<file path="config.mk">
export PLATFORM = sky130hd
export DESIGN_NAME = uart_word_packer
export DESIGN_NICKNAME = d
export VERILOG_FILES = /design/src/rtl/uart_word_packer.sv
export SDC_FILE = /design/constraint.sdc
export NUM_CORES = 1
export LEC_CHECK = 0
export ABC_AREA = 0
export BUFFER_PORTS_ARGS = -buffer_cell sky130_fd_sc_hd__buf_2
export CORE_ASPECT_RATIO = 1.2
export CORE_UTILIZATION = 25
export DETAILED_ROUTE_END_ITERATION = 10
export SKIP_CTS_REPAIR_TIMING = 1
export SYNTH_ARGS = -nofsm -noshare
export SYNTH_HDL_FRONTEND = slang
export SYNTH_SLANG_ARGS = --single-unit
</file>
<file path="constraint.sdc">
create_clock -name clk -period 2.4 [get_ports clk]
set_input_delay 0.6 -clock clk [delete_from_list [all_inputs] [get_ports clk]]
set_output_delay 0.6 -clock clk [all_outputs]
set_load 0.05 [all_outputs]
</file>
<file path="src/rtl/uart_word_packer.sv">
// Packs received UART bytes into BYTES_PER_WORD-byte words and issues one write
// strobe per completed word, with timeout resync, clear and full-drop accounting.
module uart_word_packer #(
    parameter int BYTES_PER_WORD = 2,
    parameter bit BIG_ENDIAN     = 1'b1,
    parameter int TIMEOUT_CYCLES = 50000,
    parameter int CNT_W          = 16
) (
    input  logic                          clk,
    input  logic                          rst_n,
    input  logic [7:0]                    rx_data,
    input  logic                          rx_valid,
    input  logic                          sync_clr,
    input  logic                          wfifo_full,
    output logic                          wfifo_wr_en,
    output logic [8*BYTES_PER_WORD-1:0]   wfifo_wr_data,
    output logic                          busy,
    output logic                          timeout_err,
    output logic [CNT_W-1:0]              drop_cnt
);

    localparam int W  = 8 * BYTES_PER_WORD;
    localparam int CW = $clog2(BYTES_PER_WORD + 1);
    localparam logic [0:0] IDLE    = 1'b0;
    localparam logic [0:0] COLLECT = 1'b1;
    localparam logic [CW-1:0]    LAST_CNT = CW'(BYTES_PER_WORD - 1);
    localparam bit               TO_EN    = (TIMEOUT_CYCLES > 0);
    localparam logic [CNT_W-1:0] GAP_LAST = CNT_W'((TIMEOUT_CYCLES > 0) ? (TIMEOUT_CYCLES - 1) : 0);

    logic [0:0]       state_r, state_next_s;
    logic [CW-1:0]    cnt_r, cnt_next_s;
    logic [W-1:0]     acc_r, acc_next_s, acc_shift_s;
    logic [CNT_W-1:0] gap_r, gap_next_s;
    logic             wr_en_r, timeout_err_r;
    logic [W-1:0]     wr_data_r;
    logic [CNT_W-1:0] drop_cnt_r;
    logic             accept_s, complete_s, timeout_s, write_s;

    assign accept_s   = rx_valid & ~sync_clr;
    assign complete_s = accept_s & (cnt_r == LAST_CNT);
    assign write_s    = complete_s & ~wfifo_full;
    // Timeout only fires on a cycle with no byte; an arriving byte wins the race.
    assign timeout_s  = TO_EN && (state_r == COLLECT) && !rx_valid && !sync_clr
                        && (gap_r == GAP_LAST);

    // Accumulator with the incoming byte merged in the configured byte order.
    always_comb begin
        acc_shift_s = acc_r;
        if (BIG_ENDIAN) begin
            acc_shift_s = {acc_r[W-9:0], rx_data};
        end else begin
            acc_shift_s = {rx_data, acc_r[W-1:8]};
        end
    end

    // Next-state logic for the collect FSM, byte count, accumulator and gap counter.
    always_comb begin
        state_next_s = state_r;
        cnt_next_s   = cnt_r;
        acc_next_s   = acc_r;
        gap_next_s   = gap_r;
        if (sync_clr || timeout_s) begin
            state_next_s = IDLE;
            cnt_next_s   = '0;
            acc_next_s   = '0;
            gap_next_s   = '0;
        end else if (accept_s) begin
            gap_next_s = '0;
            if (complete_s) begin
                state_next_s = IDLE;
                cnt_next_s   = '0;
                acc_next_s   = '0;
            end else begin
                state_next_s = COLLECT;
                cnt_next_s   = cnt_r + CW'(1);
                acc_next_s   = acc_shift_s;
            end
        end else if (TO_EN && (state_r == COLLECT)) begin
            gap_next_s = gap_r + CNT_W'(1);
        end else begin
            gap_next_s = gap_r;
        end
    end

    // State registers.
    always_ff @(posedge clk or negedge rst_n) begin
        if (!rst_n) begin
            state_r <= IDLE;
            cnt_r   <= '0;
            acc_r   <= '0;
            gap_r   <= '0;
        end else begin
            state_r <= state_next_s;
            cnt_r   <= cnt_next_s;
            acc_r   <= acc_next_s;
            gap_r   <= gap_next_s;
        end
    end

    // Registered outputs: write strobe/data, timeout pulse and saturating drop count.
    always_ff @(posedge clk or negedge rst_n) begin
        if (!rst_n) begin
            wr_en_r       <= 1'b0;
            wr_data_r     <= '0;
            timeout_err_r <= 1'b0;
            drop_cnt_r    <= '0;
        end else begin
            wr_en_r       <= write_s;
            timeout_err_r <= timeout_s;
            if (write_s) begin
                wr_data_r <= acc_shift_s;
            end
            if (complete_s && wfifo_full && (drop_cnt_r != {CNT_W{1'b1}})) begin
                drop_cnt_r <= drop_cnt_r + CNT_W'(1);
            end
        end
    end

    assign wfifo_wr_en   = wr_en_r;
    assign wfifo_wr_data = wr_data_r;
    assign timeout_err   = timeout_err_r;
    assign drop_cnt      = drop_cnt_r;
    assign busy          = (state_r == COLLECT);

endmodule

</file>
==> flow_metrics.py, run 1 <==
metrics = {
    "outcome": {
        "status": "finished, final reports clean",
    },
    "flow_run": {
        "cap_violations": 0,
    },
    "detailed_routing": {
        "via_count": 2011,
        "dr.pass1.iters": 4,
        "drt_first_iter_violations": 106,
        "drc_errors": 0,
        "viasPerCell": 4.67,
        "detail-route-antenna-nets": 0,
        "wl_um": 5920,
        "wl_per_cell_um": 13.7,
    },
    "worst_setup_path": {
        "cp_slowest_cell": "or4_4",
        "worst_path_largest_cell_delay_ps": 550,
        "cp_data_arrival_time_ps": 2110,
        "cp.required_ps": 2590,
        "crit_type": "reg2reg",
        "critPathMaxFanout": 16,
        "crit_chain": "ha_1 > nand4_4 > or4_4 > o21ai_4 > nor2_1",
        "reg2reg_slack_ps": 480,
        "start_kind": "register",
        "endpoint_kind": "register",
    },
    "grt": {
        "grt_max_degree": 26,
        "first_global_vias": 2041,
        "antenna_found_initial": 0,
        "grtUsageTotal_pct": 11.1,
        "grt_pass1_wl_um": 9730,
        "grt-ovfl-total": 0,
    },
    "synth": {
        "syn-num-nets": 253,
        "yosysSeqAreaShare_pct": 55.7,
        "ys_ff_latch": 61,
        "synth_common_cells": "dfrtp_1, nor2_1, mux2_2",
        "synthMuxAreaShare_pct": 8.18,
        "ys_top_cells_by_area": "dfrtp_1, mux2_2, xnor2_1",
        "syn_inst": 238,
        "synth_compound_area_share_pct": 5.30,
        "synth-edff-count": 0,
        "synth-xor-area-share_pct": 8.95,
        "syn-cell-area_sq_mm": 0.00274,
        "synth-main-ff-cell": "dfrtp_1",
        "synth_top_family_by_area": "simple AND/OR/NAND/NOR gates",
        "yosys.area_share.simple_pct": 18.9,
        "synth_top_area_cell": "dfrtp_1",
        "synth_adder_area_share_pct": 0.914,
        "synthDistinctLibCells": 37,
        "synth_top_area_share_pct": 55.7,
        "avgSynthCellArea_sq_um": 11.5,
        "async_flop_share_pct": 100,
        "yosysMostFrequentCell": "dfrtp_1",
        "ys.warnings.count": 0,
    },
    "clock_tree": {
        "cts_inserted_buffers": 9,
        "path_clk_slew_ps": 50,
        "cts_tree": "done",
        "clk_latency_ps": 330,
        "cts_buffer_depth": 2,
        "cts_max_level": 3,
        "cts_sinks": 61,
        "cts_root_buffer": "clkbuf_16",
    },
    "pwr": {
        "vdd_drop_max_mv": 0.390,
        "total_power_mw": 2.97,
        "powerDensity_mw_per_mm2": 867,
        "p_leak_nw": 1.56,
    },
    "final_layout": {
        "fin_util_pct": 32.4,
        "area_growth_pct": 25.0,
        "n_antenna_cell": 0,
        "nets": 312,
        "drive_gt1_share_pct": 31.1,
        "fill_cells": 1071,
        "final_cells": 431,
    },
    "min_path": {
        "hold_path.class": "in2async",
    },
    "place": {
        "portBuffers": 47,
        "dpl.cell_count": 415,
        "place.gp.congestion": 0.830,
        "hpwl_um": 4280,
    },
    "sta": {
        "worstMarginPinSlew_ps": 517,
        "fin_crit_ps": 1920,
        "fin_skew_ps": 4.10,
        "max_freq_mhz": 521,
        "fin_crit_sh_pct": 80.0,
        "finalSetupViolCount": 0,
        "hold_viol": 0,
        "holdWs_ps": 207,
        "drv_slew": 0,
        "setup_tns_ps": 0,
        "rsz0062_at_grt": "no",
        "max_slew_margin_pct": 65.4,
    },
    "die": {
        "die_w_um": 97.6,
        "ios": 48,
        "die_y_um": 117,
        "coreArea_sq_mm": 0.0106,
        "start_util_pct": 25.9,
        "row_count": 41,
        "die-area_sq_mm": 0.0114,
    },
}
[layout make-up]
type | instances | area (sq um) | share of cell area [%]
multi-input cells | 167 | 1160 | 33.8
flip-flops and latches | 61 | 1530 | 44.6
clock buffers | 13 | 260 | 7.60
clock inverters | 3 | 20.0 | 0.585
well taps | 129 | 161 | 4.71
repair buffers | 53 | 280 | 8.18
inverters | 5 | 18.8 | 0.548
[report_power, final]
group / internal [mW] / leakage (nW) / switching, mW
clock: 0.752 / 0.132 / 0.433
sequential: 1.13 / 0.814 / 0.0737
combinational: 0.152 / 0.616 / 0.433
total: 2.03 / 1.56 / 0.939
[cells by family (layout without fill, tap and decap cells)]
family                     Yosys count  count (layout)
and+or+nand+nor                     97              97
DFF                                 61              61
xor gates and xnor gates            28              28
AOI/OAI and AO/OA                   20              20
muxes                               20              20
buffers and inverters               10              74
adders and majority gates            2               2
[state kept, by name, indices dropped and copies added (netlist names)]
register / flops
wfifo_wr_en: 1
timeout_err: 1
acc_r: 8
gap_r: 16
cnt_r: 2
drop_cnt: 16
busy: 1
wfifo_wr_data: 16
[per-layer routing]
| layer | wire [um] | global-route usage, % | vias up |
|---|---|---|---|
| met3 | 264 | 4.13 | 9 |
| met4 | 105 | 5.29 | 0 |
| li1 | - | - | 969 |
| met5 | 0 | 0 | - |
| met1 | 2570 | 12.7 | 1002 |
| met2 | 2980 | 18.6 | 31 |
[path summary, 6_finish.rpt]
| check | endpoint | from | depth (start not counted) |
|---|---|---|---|
| worst min-delay path | gap_r[5] | rst_n | 1 |
| worst min register to register | wfifo_wr_data[11] | wfifo_wr_data[11] | 1 |
| max in group asynchronous | gap_r[9] | rst_n | 2 |
| worst max-delay path | gap_r[8] | gap_r[0] | 5 |
| worst max register to register | gap_r[8] | gap_r[0] | 5 |
| min in group clk | wfifo_wr_data[11] | wfifo_wr_data[11] | 1 |
[metrics by stage]
stage,instance area (sq um),setup WS [ps]
6_report,3420,479
5_1_grt,3420,334
4_1_cts,3420,447
3_5_place_dp,3140,459
3_3_place_gp,3140,480
2_1_floorplan,2740,371
[cells in the final DEF (no fill, tap or decap), types with 2 or more instances in the layout]
cell and n:
dfrtp_1 61, buf_2 47, nor2_1 34, mux2_2 19
xnor2_1 18, nand2_1 14, nand3_1 11, nand4_1 10
xor2_1 10, clkbuf_16 9, nor4_1 8, a22oi_1 8
a21oi_1 6, buf_4 6, nor3_1 5, inv_1 4
a211oi_1 3, and3_1 2, ha_1 2, clkbuf_8 2
clkbuf_1 2, clkinvlp_4 2
[worst max-delay path, delay by kind of cell, from the launching register on]
kind                     cells  cell delay [ps]
flip-flops                   1              390
adder cells (fa/ha/maj)      1              230
AND/OR/NAND/NOR              3              790
AO/OA/AOI/OAI                1              370
No activity file was read; power rests on OpenSTA's default activity.
==> run 2: changes to the inputs <==
clock period = 1.76 ns   (was 2.4 ns; I/O delays follow)
==> run 2 against run 1 <==
  * Sequential power increased by 37%
  * Design area increased by 4.2%
  * Clock skew is 1.4 ps higher
  * Non-clock buffer count increased by 10
  * Clock power rose by 39%
  * Flip-flop and latch count did not move
  * Setup slack got worse by 380 ps
  * First-iteration DRC count down 14%
  * Cell count rose by 2.3%
  * Die area stayed put
  * Global-route usage grew 0.052 points
  * Critical path type unchanged
  * Largest cell class unchanged
==> flow_metrics.py, run 2 (synthesis results as in run 1) <==
metrics = {
    "worst_setup_path": {
        "timing.critical_path.buf_inv": 1,
        "worst_path_largest_cell_delay_ps": 460,
        "start_kind": "register",
        "path_delay_family": "simple AND/OR/NAND/NOR gates",
        "cp_slowest_cell": "or4_4",
        "critPathMaxFanout": 11,
        "crit_chain": "ha_1 > nand4_4 > or4_4 > o21bai_1 > buf_4 > nor2_1",
        "endpoint_kind": "register",
        "cp.required_ps": 1970,
        "crit_type": "reg2reg",
        "cp_data_arrival_time_ps": 1870,
    },
    "pwr": {
        "switching_share_pct": 30.9,
        "p_int_mw": 2.83,
        "p_seq_share_pct": 40.1,
        "p_leak_nw": 1.62,
        "powerDensity_mw_per_mm2": 1150,
        "power_frac_comb_pct": 19.9,
        "p_clk_share_pct": 40.0,
        "total_power_mw": 4.09,
        "vdd_drop_max_mv": 0.560,
        "p_switching_mw": 1.26,
    },
    "sta": {
        "fin_crit_ps": 1660,
        "worstMarginPinSlew_ps": 381,
        "rsz0062_at_grt": "no",
        "finalSetupViolCount": 0,
        "fin_crit_sh_pct": 94.1,
        "max_slew_margin_pct": 74.3,
        "setup_tns_ps": 0,
        "max_freq_mhz": 604,
        "fin_skew_ps": 5.49,
        "setup_ws_ps": 103,
        "hold_viol": 0,
        "drv_slew": 0,
    },
    "die": {
        "coreArea_sq_mm": 0.0106,
        "ios": 48,
        "die-area_sq_mm": 0.0114,
        "row_count": 41,
        "start_util_pct": 25.9,
        "die_y_um": 117,
        "die_w_um": 97.6,
    },
    "grt": {
        "grt-ovfl-total": 0,
        "antenna_found_initial": 0,
        "first_global_vias": 1997,
        "grtUsageTotal_pct": 11.2,
        "grt_max_degree": 54,
        "grt_pass1_wl_um": 9720,
    },
    "final_layout": {
        "drive_gt1_share_pct": 35.6,
        "nets": 322,
        "area_growth_pct": 30.3,
        "layout_common_cells": "dfrtp_1, buf_2, nor2_1",
        "n_antenna_cell": 0,
        "fin_util_pct": 33.8,
        "mostFrequentLayoutCell": "dfrtp_1",
        "fill_cells": 1070,
    },
    "place": {
        "place.gp.congestion": 0.798,
        "hpwl_um": 4250,
        "portBuffers": 47,
        "dp_slack_ps": 57.0,
    },
    "min_path": {
        "hold_path.class": "in2reg",
    },
    "detailed_routing": {
        "wl_per_cell_um": 13.5,
        "drt_first_iter_violations": 91,
        "viasPerCell": 4.61,
        "drc_errors": 0,
        "detail-route-antenna-nets": 0,
        "wl_um": 5970,
        "dr.pass1.iters": 4,
        "via_count": 2035,
    },
    "outcome": {
        "status": "finished, final reports clean",
    },
    "clock_tree": {
        "clk_latency_ps": 330,
        "cts_inserted_buffers": 9,
        "cts_buffer_depth": 2,
        "cts_tree": "done",
        "cts_max_level": 3,
        "cts_sinks": 61,
        "cts_root_buffer": "clkbuf_16",
        "path_clk_slew_ps": 50,
    },
    "flow_run": {
        "cap_violations": 0,
    },
}
-- run 2: area by class of cell --
type                            count  area [sq um]  share of cell area [%]
Inverter                            5          18.8                   0.526
Sequential cell                    61          1540                    43.1
Tap cell                          129           161                    4.52
Timing Repair Buffer               63           395                    11.1
Clock inverter                      1          5.00                   0.140
Clock buffer                       15           278                    7.78
Multi-Input combinational cell    167          1170                    32.9
-- run 2: final timing paths --
kind | to | start | cells past startpoint | slack [ps]
hold / removal | wfifo_wr_data[7] | rx_data[7] | 2 | 370
hold reg to reg | drop_cnt[0] | drop_cnt[0] | 1 | 500
max in group asynchronous | busy | rst_n | 3 | 670
min in group asynchronous | drop_cnt[6] | rst_n | 2 | 530
setup reg to reg | busy | gap_r[0] | 6 | 100
setup / recovery | busy | gap_r[0] | 6 | 100
-- run 2: power by group through the flow --
stage / sequential (mW) / clock [mW] / combinational, mW
finish: 1.64 / 1.64 / 0.814
global placement: 1.65 / 0 / 0.814
floorplan: 2.07 / 0 / 0.174
global route: 1.66 / 1.75 / 0.870
detailed placement: 1.66 / 0 / 0.821
CTS: 1.64 / 1.69 / 0.824
-- run 2: metal layers --
metal / vias to the layer above / global-route usage (%) / share of wire, % / routed length (um)
li1: 988 / - / - / -
met1: 1003 / 12.7 / 43 / 2540
met2: 35 / 18.6 / 50 / 3000
met3: 9 / 4.19 / 5.0 / 299
met4: 0 / 5.59 / 2.1 / 126
met5: - / 0 / 0 / 0
-- run 2: metrics by stage --
stage,hold WS [ps],cells,instance area [sq um]
after floorplan,144,238,2770
after global placement,317,424,3280
after detailed placement,321,424,3280
after CTS,-30.0,440,3560
after global routing,364,441,3570
final,366,441,3570
==> run 3: changes to the inputs <==
CAP_MARGIN = 20   (was not set)
clock period = 1.46 ns   (was 1.76 ns; I/O delays follow)
==> run 3 against run 2 <==
  * The flow now finishes with violations (negative setup slack)
  * Combinational power up 45%
  * Clock skew grew 0.69 ps
  * Critical path depth stayed put
  * Core utilization up 6.7 points
  * Largest power group is now the clock network
  * Setup slack worse by 280 ps
==> flow_metrics.py, run 3 (synthesis results as in run 1) <==
metrics = {
    "outcome": {
        "status": "complete, but fails checks",
        "violations": "negative setup slack",
    },
    "sta": {
        "fin_skew_ps": 6.18,
        "worstMarginPinSlew_ps": 705,
        "max_slew_margin_pct": 53.0,
        "holdWs_ps": 40.0,
        "fin_crit_sh_pct": 112,
        "rsz0062_at_grt": "yes",
        "fin_crit_ps": 1630,
        "hold_viol": 0,
        "setup_ws_ps": -175,
        "max_freq_mhz": 612,
        "setup_tns_ps": -4490,
        "drv_slew": 0,
        "finalSetupViolCount": 37,
    },
    "detailed_routing": {
        "dr.pass1.iters": 4,
        "drc_errors": 0,
        "viasPerCell": 4.64,
        "wl_um": 6820,
        "wl_per_cell_um": 14.1,
        "drt_first_iter_violations": 90,
        "via_count": 2247,
        "detail-route-antenna-nets": 0,
    },
    "die": {
        "die_y_um": 117,
        "ios": 48,
        "coreArea_sq_mm": 0.0106,
        "die_w_um": 97.6,
        "start_util_pct": 25.9,
        "row_count": 41,
        "die-area_sq_mm": 0.0114,
    },
    "grt": {
        "grtUsageTotal_pct": 12.3,
        "antenna_found_initial": 0,
        "grt-ovfl-total": 0,
        "grt_pass1_wl_um": 10900,
        "grt_max_degree": 62,
        "first_global_vias": 2289,
    },
    "place": {
        "placed_area_sq_mm": 0.00367,
        "dp_slack_ps": -187,
        "hpwl_um": 4590,
        "place.gp.congestion": 0.791,
        "portBuffers": 47,
    },
    "pwr": {
        "p_clk_share_pct": 42.0,
        "p_switching_mw": 1.66,
        "p_seq_share_pct": 36.4,
        "vdd_drop_max_mv": 0.396,
        "power_frac_comb_pct": 21.6,
        "switching_share_pct": 30.4,
        "p_int_mw": 3.82,
        "powerDensity_mw_per_mm2": 1280,
        "total_power_mw": 5.48,
        "p_leak_nw": 1.91,
    },
    "clock_tree": {
        "cts_root_buffer": "clkbuf_16",
        "cts_inserted_buffers": 9,
        "cts_tree": "done",
        "cts_sinks": 61,
        "cts_buffer_depth": 2,
        "path_clk_slew_ps": 50,
        "cts_max_level": 3,
        "clk_latency_ps": 330,
    },
    "worst_setup_path": {
        "timing.critical_path.buf_inv": 1,
        "cp_data_arrival_time_ps": 1850,
        "critPathMaxFanout": 16,
        "cp.required_ps": 1680,
        "crit_chain": "ha_4 > nand4_4 > or4_4 > o21ai_4 > buf_12 > nor2_1",
        "crit_type": "reg2reg",
        "cp_slowest_cell": "or4_4",
        "path_delay_family": "simple AND/OR/NAND/NOR gates",
        "worst_path_largest_cell_delay_ps": 460,
        "endpoint_kind": "register",
        "start_kind": "register",
    },
    "final_layout": {
        "drive_gt1_share_pct": 53.0,
        "design_area_sq_mm": 0.00428,
        "layout_common_cells": "buf_4, dfrtp_1, buf_2",
        "mostFrequentLayoutCell": "buf_4",
        "nets": 365,
        "fill_cells": 1007,
        "n_antenna_cell": 0,
        "area_growth_pct": 56.2,
    },
    "flow_run": {
        "cap_violations": 0,
    },
    "min_path": {
        "hold_path.class": "in2async",
    },
}
[run 3: worst register-to-register path: stages (launching register included)]
cell and delay (ps):
dfrtp_1 390, ha_4 170, nand4_4 100, or4_4 460
o21ai_4 180, buf_12 160, nor2_1 60
[run 3: per-stage QoR]
| step | utilization (%) | instances |
|---|---|---|
| after CTS | 37.9 | 476 |
| after global routing | 40.5 | 484 |
| after floorplan | - | 238 |
| after detailed placement | 34.8 | 460 |
| final | 40.5 | 484 |
| after global placement | 34.8 | 460 |
[run 3: per-layer routing]
layer / track usage [%] / up-vias / wire length, um
met5: 0 / - / 0
met2: 21.2 / 36 / 3470
li1: - / 1082 / -
met3: 4.37 / 9 / 273
met4: 5.78 / 0 / 138
met1: 13.8 / 1120 / 2930
[run 3: final cells by class]
cell class | count | area, sq um | share of cell area (%)
Sequential cell | 61 | 1550 | 36.2
Multi-Input combinational cell | 167 | 1450 | 33.9
Timing Repair Buffer | 106 | 777 | 18.2
Clock buffer | 10 | 239 | 5.58
Tap cell | 129 | 161 | 3.77
Clock inverter | 6 | 86.3 | 2.02
Inverter | 5 | 18.8 | 0.439
[run 3: path summary, 6_finish.rpt]
kind | startpoint | endpoint | slack, ps | depth (start not counted)
max | gap_r[0] | gap_r[0] | -170 | 6
min | rst_n | drop_cnt[11] | 40 | 2
max reg2reg | gap_r[0] | gap_r[0] | -170 | 6
min reg2reg | wfifo_wr_data[3] | wfifo_wr_data[3] | 500 | 1
max in group asynchronous | rst_n | busy | 1140 | 2
min in group clk | rx_data[3] | wfifo_wr_data[3] | 300 | 2
[run 3: power groups by stage]
stage / sequential (mW) / combinational (mW) / clock, mW
global route: 2.02 / 1.25 / 2.43
finish: 1.99 / 1.18 / 2.30
CTS: 1.98 / 1.07 / 2.34
global placement: 2.00 / 1.05 / 0
floorplan: 2.51 / 0.230 / 0
detailed placement: 2.01 / 1.06 / 0
